File: config.mk
export PLATFORM = sky130hd
export DESIGN_NAME = if_stage_flat
export DESIGN_NICKNAME = d
export VERILOG_FILES = /design/src/rtl/if_stage_if.sv /design/src/rtl/if_stage.sv /design/src/flat_wrapper.sv
export SDC_FILE = /design/constraint.sdc
export NUM_CORES = 1
export LEC_CHECK = 0
export CELL_PAD_IN_SITES_DETAIL_PLACEMENT = 0
export CELL_PAD_IN_SITES_GLOBAL_PLACEMENT = 1
export CORE_MARGIN = 2
export CORE_UTILIZATION = 31
export CTS_CLUSTER_DIAMETER = 200
export DETAILED_ROUTE_END_ITERATION = 8
export HOLD_SLACK_MARGIN = 0.03
export PLACE_DENSITY = 0.68
export SLEW_MARGIN = 5
export SYNTH_ARGS = -nofsm -noshare
export SYNTH_HDL_FRONTEND = slang
export SYNTH_SLANG_ARGS = --single-unit
File: constraint.sdc
create_clock -name clk -period 6.31 [get_ports clk]
set_clock_uncertainty 0.2 [all_clocks]
set_input_delay 0.9465 -clock clk [delete_from_list [all_inputs] [get_ports clk]]
set_output_delay 0.9465 -clock clk [all_outputs]
set_load 0.03 [all_outputs]
File: src/rtl/if_stage_if.sv
// Shared IF/ID record type and the instruction-memory request/response bundle.
// The request channel uses valid/ready handshaking; the response channel is valid-only.
package if_stage_pkg;
    localparam int XLEN = 32;

    typedef struct packed {
        logic [XLEN-1:0] pc;
        logic [31:0]     instruction;
        logic            valid_if_id;
    } if_id_reg_t;
endpackage

interface if_stage_if;
    logic                          imem_req_valid;
    logic                          imem_req_ready;
    logic [if_stage_pkg::XLEN-1:0] imem_req_addr;
    logic                          imem_rsp_valid;
    logic [31:0]                   imem_rsp_data;

    modport master (
        output imem_req_valid, imem_req_addr,
        input  imem_req_ready, imem_rsp_valid, imem_rsp_data
    );

    modport slave (
        input  imem_req_valid, imem_req_addr,
        output imem_req_ready, imem_rsp_valid, imem_rsp_data
    );
endinterface

File: src/rtl/if_stage.sv
// Instruction-fetch stage: PC, one-outstanding fetch FSM, one-entry hold buffer, IF/ID register.
// Optional performance counters are enabled by defining IF_PERF_CNT_EN.
module if_stage
    import if_stage_pkg::*;
#(
    parameter logic [XLEN-1:0] RESET_PC  = 32'h0000_0000,
    parameter logic [31:0]     NOP_INSTR = 32'h0000_0013
) (
    input  logic            clk,
    input  logic            reset,
    input  logic            stall,
    input  logic            flush,
    input  logic [XLEN-1:0] redirect_pc,
    if_stage_if.master      imem,
`ifdef IF_PERF_CNT_EN
    output logic [31:0]     perf_fetch_cnt,
    output logic [31:0]     perf_bubble_cnt,
`endif
    output if_id_reg_t      if_id_out
);

    typedef enum logic [1:0] {REQ, WAIT, DROP} state_t;

    state_t          state_q, state_d;
    logic [XLEN-1:0] pc_q, pc_d;
    logic [XLEN-1:0] fetch_pc_q, fetch_pc_d;
    logic            hold_valid_q, hold_valid_d;
    logic [XLEN-1:0] hold_pc_q, hold_pc_d;
    logic [31:0]     hold_instr_q, hold_instr_d;
    if_id_reg_t      slot_q, slot_d;
    logic            bubble;

    logic req_fire;
    logic rsp_take;
    logic slot_stall;

    assign imem.imem_req_valid = !reset && (state_q == REQ) && !hold_valid_q;
    assign imem.imem_req_addr  = pc_q;
    assign req_fire   = imem.imem_req_valid && imem.imem_req_ready;
    assign rsp_take   = (state_q == WAIT) && imem.imem_rsp_valid && !flush;
    // An invalid slot is free even under stall: decode is not holding anything.
    assign slot_stall = stall && slot_q.valid_if_id;
    assign if_id_out  = slot_q;

    always_comb begin
        state_d      = state_q;
        pc_d         = pc_q;
        fetch_pc_d   = fetch_pc_q;
        hold_valid_d = hold_valid_q;
        hold_pc_d    = hold_pc_q;
        hold_instr_d = hold_instr_q;
        slot_d       = slot_q;
        bubble       = 1'b0;

        case (state_q)
            REQ: begin
                if (req_fire) begin
                    fetch_pc_d = pc_q;
                    pc_d       = pc_q + XLEN'(4);
                    state_d    = flush ? DROP : WAIT;
                end
            end
            WAIT: begin
                if (imem.imem_rsp_valid) state_d = REQ;
                else if (flush)          state_d = DROP;
            end
            DROP: begin
                if (imem.imem_rsp_valid) state_d = REQ;
            end
            default: state_d = REQ;
        endcase

        if (flush) pc_d = {redirect_pc[XLEN-1:2], 2'b00};

        if (flush) begin
            slot_d.valid_if_id = 1'b0;
            slot_d.instruction = NOP_INSTR;
            hold_valid_d       = 1'b0;
        end else if (slot_stall) begin
            if (rsp_take) begin
                hold_valid_d = 1'b1;
                hold_pc_d    = fetch_pc_q;
                hold_instr_d = imem.imem_rsp_data;
            end
        end else if (hold_valid_q) begin
            slot_d       = '{pc: hold_pc_q, instruction: hold_instr_q, valid_if_id: 1'b1};
            hold_valid_d = 1'b0;
        end else if (rsp_take) begin
            slot_d = '{pc: fetch_pc_q, instruction: imem.imem_rsp_data, valid_if_id: 1'b1};
        end else if (!stall) begin
            slot_d.valid_if_id = 1'b0;
            slot_d.instruction = NOP_INSTR;
            bubble             = 1'b1;
        end
    end

`ifdef IF_PERF_CNT_EN
    logic [31:0] perf_fetch_q, perf_fetch_d;
    logic [31:0] perf_bubble_q, perf_bubble_d;

    always_comb begin
        perf_fetch_d  = perf_fetch_q + (rsp_take ? 32'd1 : 32'd0);
        perf_bubble_d = perf_bubble_q + (bubble ? 32'd1 : 32'd0);
    end

    assign perf_fetch_cnt  = perf_fetch_q;
    assign perf_bubble_cnt = perf_bubble_q;
`else
    logic unused_bubble;
    assign unused_bubble = bubble;
`endif

    always_ff @(posedge clk) begin
        if (reset) begin
            state_q      <= REQ;
            pc_q         <= RESET_PC;
            fetch_pc_q   <= '0;
            hold_valid_q <= 1'b0;
            hold_pc_q    <= '0;
            hold_instr_q <= '0;
            slot_q       <= '{pc: '0, instruction: NOP_INSTR, valid_if_id: 1'b0};
`ifdef IF_PERF_CNT_EN
            perf_fetch_q  <= '0;
            perf_bubble_q <= '0;
`endif
        end else begin
            state_q      <= state_d;
            pc_q         <= pc_d;
            fetch_pc_q   <= fetch_pc_d;
            hold_valid_q <= hold_valid_d;
            hold_pc_q    <= hold_pc_d;
            hold_instr_q <= hold_instr_d;
            slot_q       <= slot_d;
`ifdef IF_PERF_CNT_EN
            perf_fetch_q  <= perf_fetch_d;
            perf_bubble_q <= perf_bubble_d;
`endif
        end
    end

    // A response with no request outstanding is a memory-side protocol error.
    rsp_in_req_a: assert property (@(posedge clk) disable iff (reset)
        !(imem.imem_rsp_valid && state_q == REQ));

endmodule

File: src/flat_wrapper.sv
// flat-port wrapper written by rule: the top's interface ports become plain ports
module if_stage_flat import if_stage_pkg::*;
#(
    parameter logic [XLEN-1:0] RESET_PC  = 32'h0000_0000,
    parameter logic [31:0]     NOP_INSTR = 32'h0000_0013
)
  (clk, reset, stall, flush, redirect_pc, if_id_out, imem_imem_req_valid, imem_imem_req_addr, imem_imem_req_ready, imem_imem_rsp_valid, imem_imem_rsp_data);
  if_stage_if imem_i ();
  input  logic clk;
  input  logic reset;
  input  logic stall;
  input  logic flush;
  input  logic [XLEN-1:0] redirect_pc;
  output if_id_reg_t if_id_out;
  output wire logic [$bits(imem_i.imem_req_valid)-1:0] imem_imem_req_valid;
  output wire logic [$bits(imem_i.imem_req_addr)-1:0] imem_imem_req_addr;
  input wire logic [$bits(imem_i.imem_req_ready)-1:0] imem_imem_req_ready;
  input wire logic [$bits(imem_i.imem_rsp_valid)-1:0] imem_imem_rsp_valid;
  input wire logic [$bits(imem_i.imem_rsp_data)-1:0] imem_imem_rsp_data;
  assign imem_imem_req_valid = imem_i.imem_req_valid;
  assign imem_imem_req_addr = imem_i.imem_req_addr;
  assign imem_i.imem_req_ready = imem_imem_req_ready;
  assign imem_i.imem_rsp_valid = imem_imem_rsp_valid;
  assign imem_i.imem_rsp_data = imem_imem_rsp_data;
  if_stage #(.RESET_PC(RESET_PC), .NOP_INSTR(NOP_INSTR)) u_core (.clk(clk), .reset(reset), .stall(stall), .flush(flush), .redirect_pc(redirect_pc), .imem(imem_i), .if_id_out(if_id_out));
endmodule
## After elaboration in Yosys (flattened, before gate mapping)

Index checks and enable logic that the tools add are counted.

- Bitwise logic cells: 2
- Add/sub/neg operators: 1
- Equal/unequal tests: 6
- Reduce and logical (&&, ||, !) cells: 21
- Mux-type cells: 13

Operator list:

| cell | count |
|---|---|
| 32-bit 2-to-1 mux | 4 |
| 33-bit 2-to-1 mux | 2 |
| 65-bit 2-to-1 mux | 1 |
| 32-bit by 3-bit adder with 32-bit output, second input constant | 1 |
| 2-bit 2-to-1 mux | 5 |
| 3-bit AND reduction | 3 |
| 1-bit logical AND | 6 |
| 2-bit case mux with 3 select lines | 1 |
| 2-bit AND reduction | 3 |
| 2-bit nonzero test | 3 |
| 1-bit logical NOT | 3 |
| 3-bit by 1-bit != test with 1-bit output, second input constant | 1 |
| 3-bit != test, second input constant | 1 |
| 3-bit OR reduction | 1 |
| 2-bit by 1-bit == test with 1-bit output, second input constant | 1 |
| 2-bit == test, second input constant | 1 |
| 2-bit logical NOT | 1 |
| 2-bit by 1-bit != test with 1-bit output, second input constant | 1 |
| 2-bit != test, second input constant | 1 |
| 1-bit inverter | 2 |
| 2-bit OR reduction | 1 |

- Input bits: 70
- Logic and storage cells: 53
- Flip-flop bits (word level): 196

## Logic depth before layout (Yosys ltp)

- Depth in word-level cells: 7
- Depth in mapped cells: 8

## Worst setup path before layout

OpenSTA, ideal clock, no wires.

- Path kind: input to register
- From: in reset
- To: reg u_core.pc_q[27] (netlist: u_core.imem.imem_req_addr[27])
- Slack: 3.718 ns
- Path buffers: 1
- Arrival time: 2.278 ns
- Cell stages on the path: 6
- Path through: nor4_2 -> buf_2 -> nand4_1 -> nor4_1 -> xor2_1 -> o21a_1

- Longest elaborated chain between the ends: 6

Ends and longest elaborated chain:

| item | RTL line | RTL |
|---|---|---|
| start: declaration | flat_wrapper.sv:10 | `input logic reset;` |
| 1-bit logical NOT | if_stage.sv:37 | `assign imem.imem_req_valid = !reset && (state_q == REQ) && !hold_valid_q;` |
| 1-bit logical AND (2 in a row) | if_stage.sv:37 |  |
| via imem_imem_req_valid | flat_wrapper.sv:15 | `output wire logic [$bits(imem_i.imem_req_valid)-1:0] imem_imem_req_valid;` |
| 1-bit logical AND | if_stage.sv:39 | `assign req_fire = imem.imem_req_valid && imem.imem_req_ready;` |
| 2-bit nonzero test (no line) | -- |  |
| 2-bit AND reduction (no line) | -- |  |
| end signal: assignment | if_stage.sv:128 | `pc_q <= pc_d;` |
| end: declaration | if_stage.sv:25 | `logic [XLEN-1:0] pc_q, pc_d;` |

The timed path passes the listed nets, and every way through them passes these cells.
A chain may end at the register's enable or synchronous reset.

## Worst setup path in the final report

- From: in reset
- To: out imem_imem_req_valid

- Longest elaborated chain between the ends: 3

Ends and longest elaborated chain:

| item | RTL line |
|---|---|
| 1-bit logical NOT | if_stage.sv:37 |
| 1-bit logical AND (2 in a row) | if_stage.sv:37 |
| end: declaration | flat_wrapper.sv:15 |

No other way between the ends.

==> metrics.yaml <==
clock_network:
  postCtsHoldBufs: 0
  cts.htree.levels: 4
  postCtsSetupBuffers: 0
  clkSlewWorstSetupHoldPaths_ns: 0.07
  cts_sinks: 188
  cts_tree: "built"
  clock_path_buffers: 2
  numCtsBuffers: 17
  worst_skew_pair.late_latency_ns: 0.43
  cts.repair.resized: 0
  cts-root-buf: "clkbuf_16"
global_routing:
  grt_pass1_vias: 6587
  grt_overflow_total: 0
  grt_max_degree: 81
  grt_pass1_wl_mm: 36.05
  use_met2: 0.2773
  met3_usage: 0.05224
  grtUsageTotal: 0.1703
  antenna_found_initial: 2
  top_usage_layer: "met2"
  grt_use_met1: 0.2191
final_layout:
  final_core_util: 0.4110
  seq_area_um2: 3767
  layout.nets: 1128
  postLayoutCellArea_um2: 10380
  multi_input_area_um2: 3860
  n_fill_cell: 2584
  layout-drive-gt1-share: 0.09065
  syn_to_final_growth_pct: 29.89
  antenna_cells: 0
route:
  ant_nets: 0
  drt_iter0_drc: 454
  viasPerCell: 4.824
  wl_per_cell_um: 16.03
  vias: 6753
  dr.pass1.iters: 6
  drc: 0
  finalWirelength_mm: 22.45
place:
  gp_congestion: 0.7402
  dp_hpwl_mm: 14.19
  io_buffers: 161
  placed_area_um2: 9794
setup_path:
  worstPathCellList: "buf_4, nor4_2, clkdlybuf4s50_1"
  arrival_ns: 2.69
  crit_buf_inv: 2
  cp_slowest_cell: "clkdlybuf4s50_1"
  slowest_delay_ns: 0.84
  cp.depth: 3
  crit_family: "buffers and inverters"
  r2r_end: "u_core.imem.imem_req_addr[23]"
  worstRegToRegCells: 5
  crit_path_start: "reset"
  worstSetupEndpointType: "output port"
  crit_end: "imem_imem_req_valid"
  cp_max_fo: 11
  timing.rr.start: "u_core.hold_valid_q"
  r2r_slack_ns: 2.77
  startpoint_type: "input pin"
  worstPathRequired_ns: 5.16
  path_class: "input pin to output port"
synthesis:
  mappedNetlistArea_um2: 7990
  synth-warning-count: 0
  syn_avg_cell_area_um2: 8.491
  synthDistinctLibCells: 59
  synth_area_leaders: "dfxtp_1 (47%), nand2_1 (10%), a21oi_1 (7.1%)"
  ys_seq_area_frac: 0.4710
  yosys_register_bits: 188
  ys.flop_type: "dfxtp_1"
  yosysTopAreaCellShare: 0.4710
  synth_cells: 941
  yosys.area.top_type: "dfxtp_1"
  async_flop_share: 0
  synth_edf_count: 0
floorplan:
  start_util: 0.3164
  dieArea_um2: 27080
  core-area_um2: 25250
  die_x_um: 164.5
  die_h_um: 164.5
  boundaryPins: 168
  rows: 58
worst_hold_path:
  hold_path.class: "flip-flop to flip-flop"
power:
  leakage_uw: 0.003350
  power.density_nw_per_um2: 243.7
  peakVddDrop_uv: 139.0
timing:
  finalMaxSlewViolations: 0
  finalCritPeriodShare: 0.6085
  max_freq_mhz: 260.5
  rsz0062_at_grt: "false"
  layout_min_cycle_time_ns: 3.839
  worst_slew_pin_slew_ns: 1.083
  hold_viol: 0
  max_slew_margin: 0.2761
  setup_viol: 0
  tns_ns: 0
run:
  drv_cap: 0
outcome:
  status: "completed"
==> worst register-to-register path, cell delays in order, from the launching register on <==
cell	delay (ns)
dfxtp_4	0.48
nor4_2	0.91
nand2_1	0.93
or3_1	0.60
o31ai_1	0.22
a311o_1	0.15
==> cells by family after synthesis <==
family | after synthesis | share of synthesized area
AOI/OAI and AO/OA | 216 | 0.1693
xor gates and xnor gates | 20 | 0.02192
adders and majority gates | 1 | 0.001566
buffers and inverters | 96 | 0.04933
DFF | 188 | 0.4710
muxes | 66 | 0.08722
other | 1 | 0.0004693
and+or+nand+nor | 353 | 0.1992
==> registers in the layout, indices dropped and copies added (netlist names) <==
signal,cells
u_core.imem.imem_req_addr,30
u_core.hold_valid_q,1
u_core.hold_pc_q,30
u_core.if_id_out,63
u_core.state_q,2
u_core.hold_instr_q,32
u_core.fetch_pc_q,30
==> placed cells by master, fill, tap and decap left out, drive strengths merged, types with 9 or more instances in the layout <==
master,Yosys,routed
inv,18,27
clkbuf,63,18
buf,15,13
a21oi,113,113
xor2,14,14
clkdlybuf4s50,0,159
nor3,15,15
dfxtp,188,188
o21a,14,14
nand3,9,9
a22oi,31,31
nand2,212,212
mux2i,37,37
mux2,29,29
a211oi,30,30
nor2,69,69
==> metrics by stage <==
stage / setup WS, ns / power, uW / hold WS (ns) / std cells
after floorplan: 3.718 / 1378 / 0.2329 / 944
after global placement: 2.320 / 1483 / 0.2385 / 1368
after detailed placement: 2.185 / 1485 / 0.2448 / 1368
after CTS: 2.398 / 2568 / 0.2564 / 1400
after global routing: 2.350 / 2630 / 0.2729 / 1400
final: 2.471 / 2530 / 0.2539 / 1400
==> power breakdown <==
part	leakage, uW	internal (uW)	switching [uW]
Combinational	0.00154	98.7	122
Sequential	0.00152	1210	27.9
Clock	0.000287	542	534
==> how the worst min path moves through the flow <==
stage / startpoint / end / depth (start not counted)
finish: u_core.hold_instr_q[15] / u_core.hold_instr_q[15] / 2
global route: u_core.hold_instr_q[25] / u_core.hold_instr_q[25] / 2
CTS: u_core.hold_instr_q[16] / u_core.hold_instr_q[16] / 2
detailed placement: u_core.hold_instr_q[16] / u_core.hold_instr_q[16] / 2
global placement: u_core.hold_instr_q[5] / u_core.hold_instr_q[5] / 2
floorplan: u_core.hold_instr_q[10] / u_core.hold_instr_q[10] / 2
==> per-layer routing <==
| metal | vias up | share of wire |
|---|---|---|
| met1 | 3122 | 0.47 |
| met4 | 4 | 0.010 |
| met3 | 17 | 0.064 |
| met5 | - | 0.0012 |
| met2 | 152 | 0.46 |
| li1 | 3458 | - |
==> Yosys cell counts (all sizes together) (6+ instances only) <==
cell      n
mux2i    37
nor2     69
nand2   212
xnor2     6
nand4     7
dfxtp   188
o21a     14
clkbuf   63
and2      7
mux2     29
nand3     9
o21ai     7
nor3     15
a211oi   30
buf      15
inv      18
a21oi   113
xor2     14
a22oi    31
==> final cells by class <==
type,instances,area share
Timing Repair Buffer,172,0.1625
Inverter,18,0.006510
Clock inverter,14,0.01398
Multi-Input combinational cell,660,0.3719
Tap cell,330,0.03978
Clock buffer,18,0.04231
Sequential cell,188,0.3630
(Power assumes the default switching activity.)
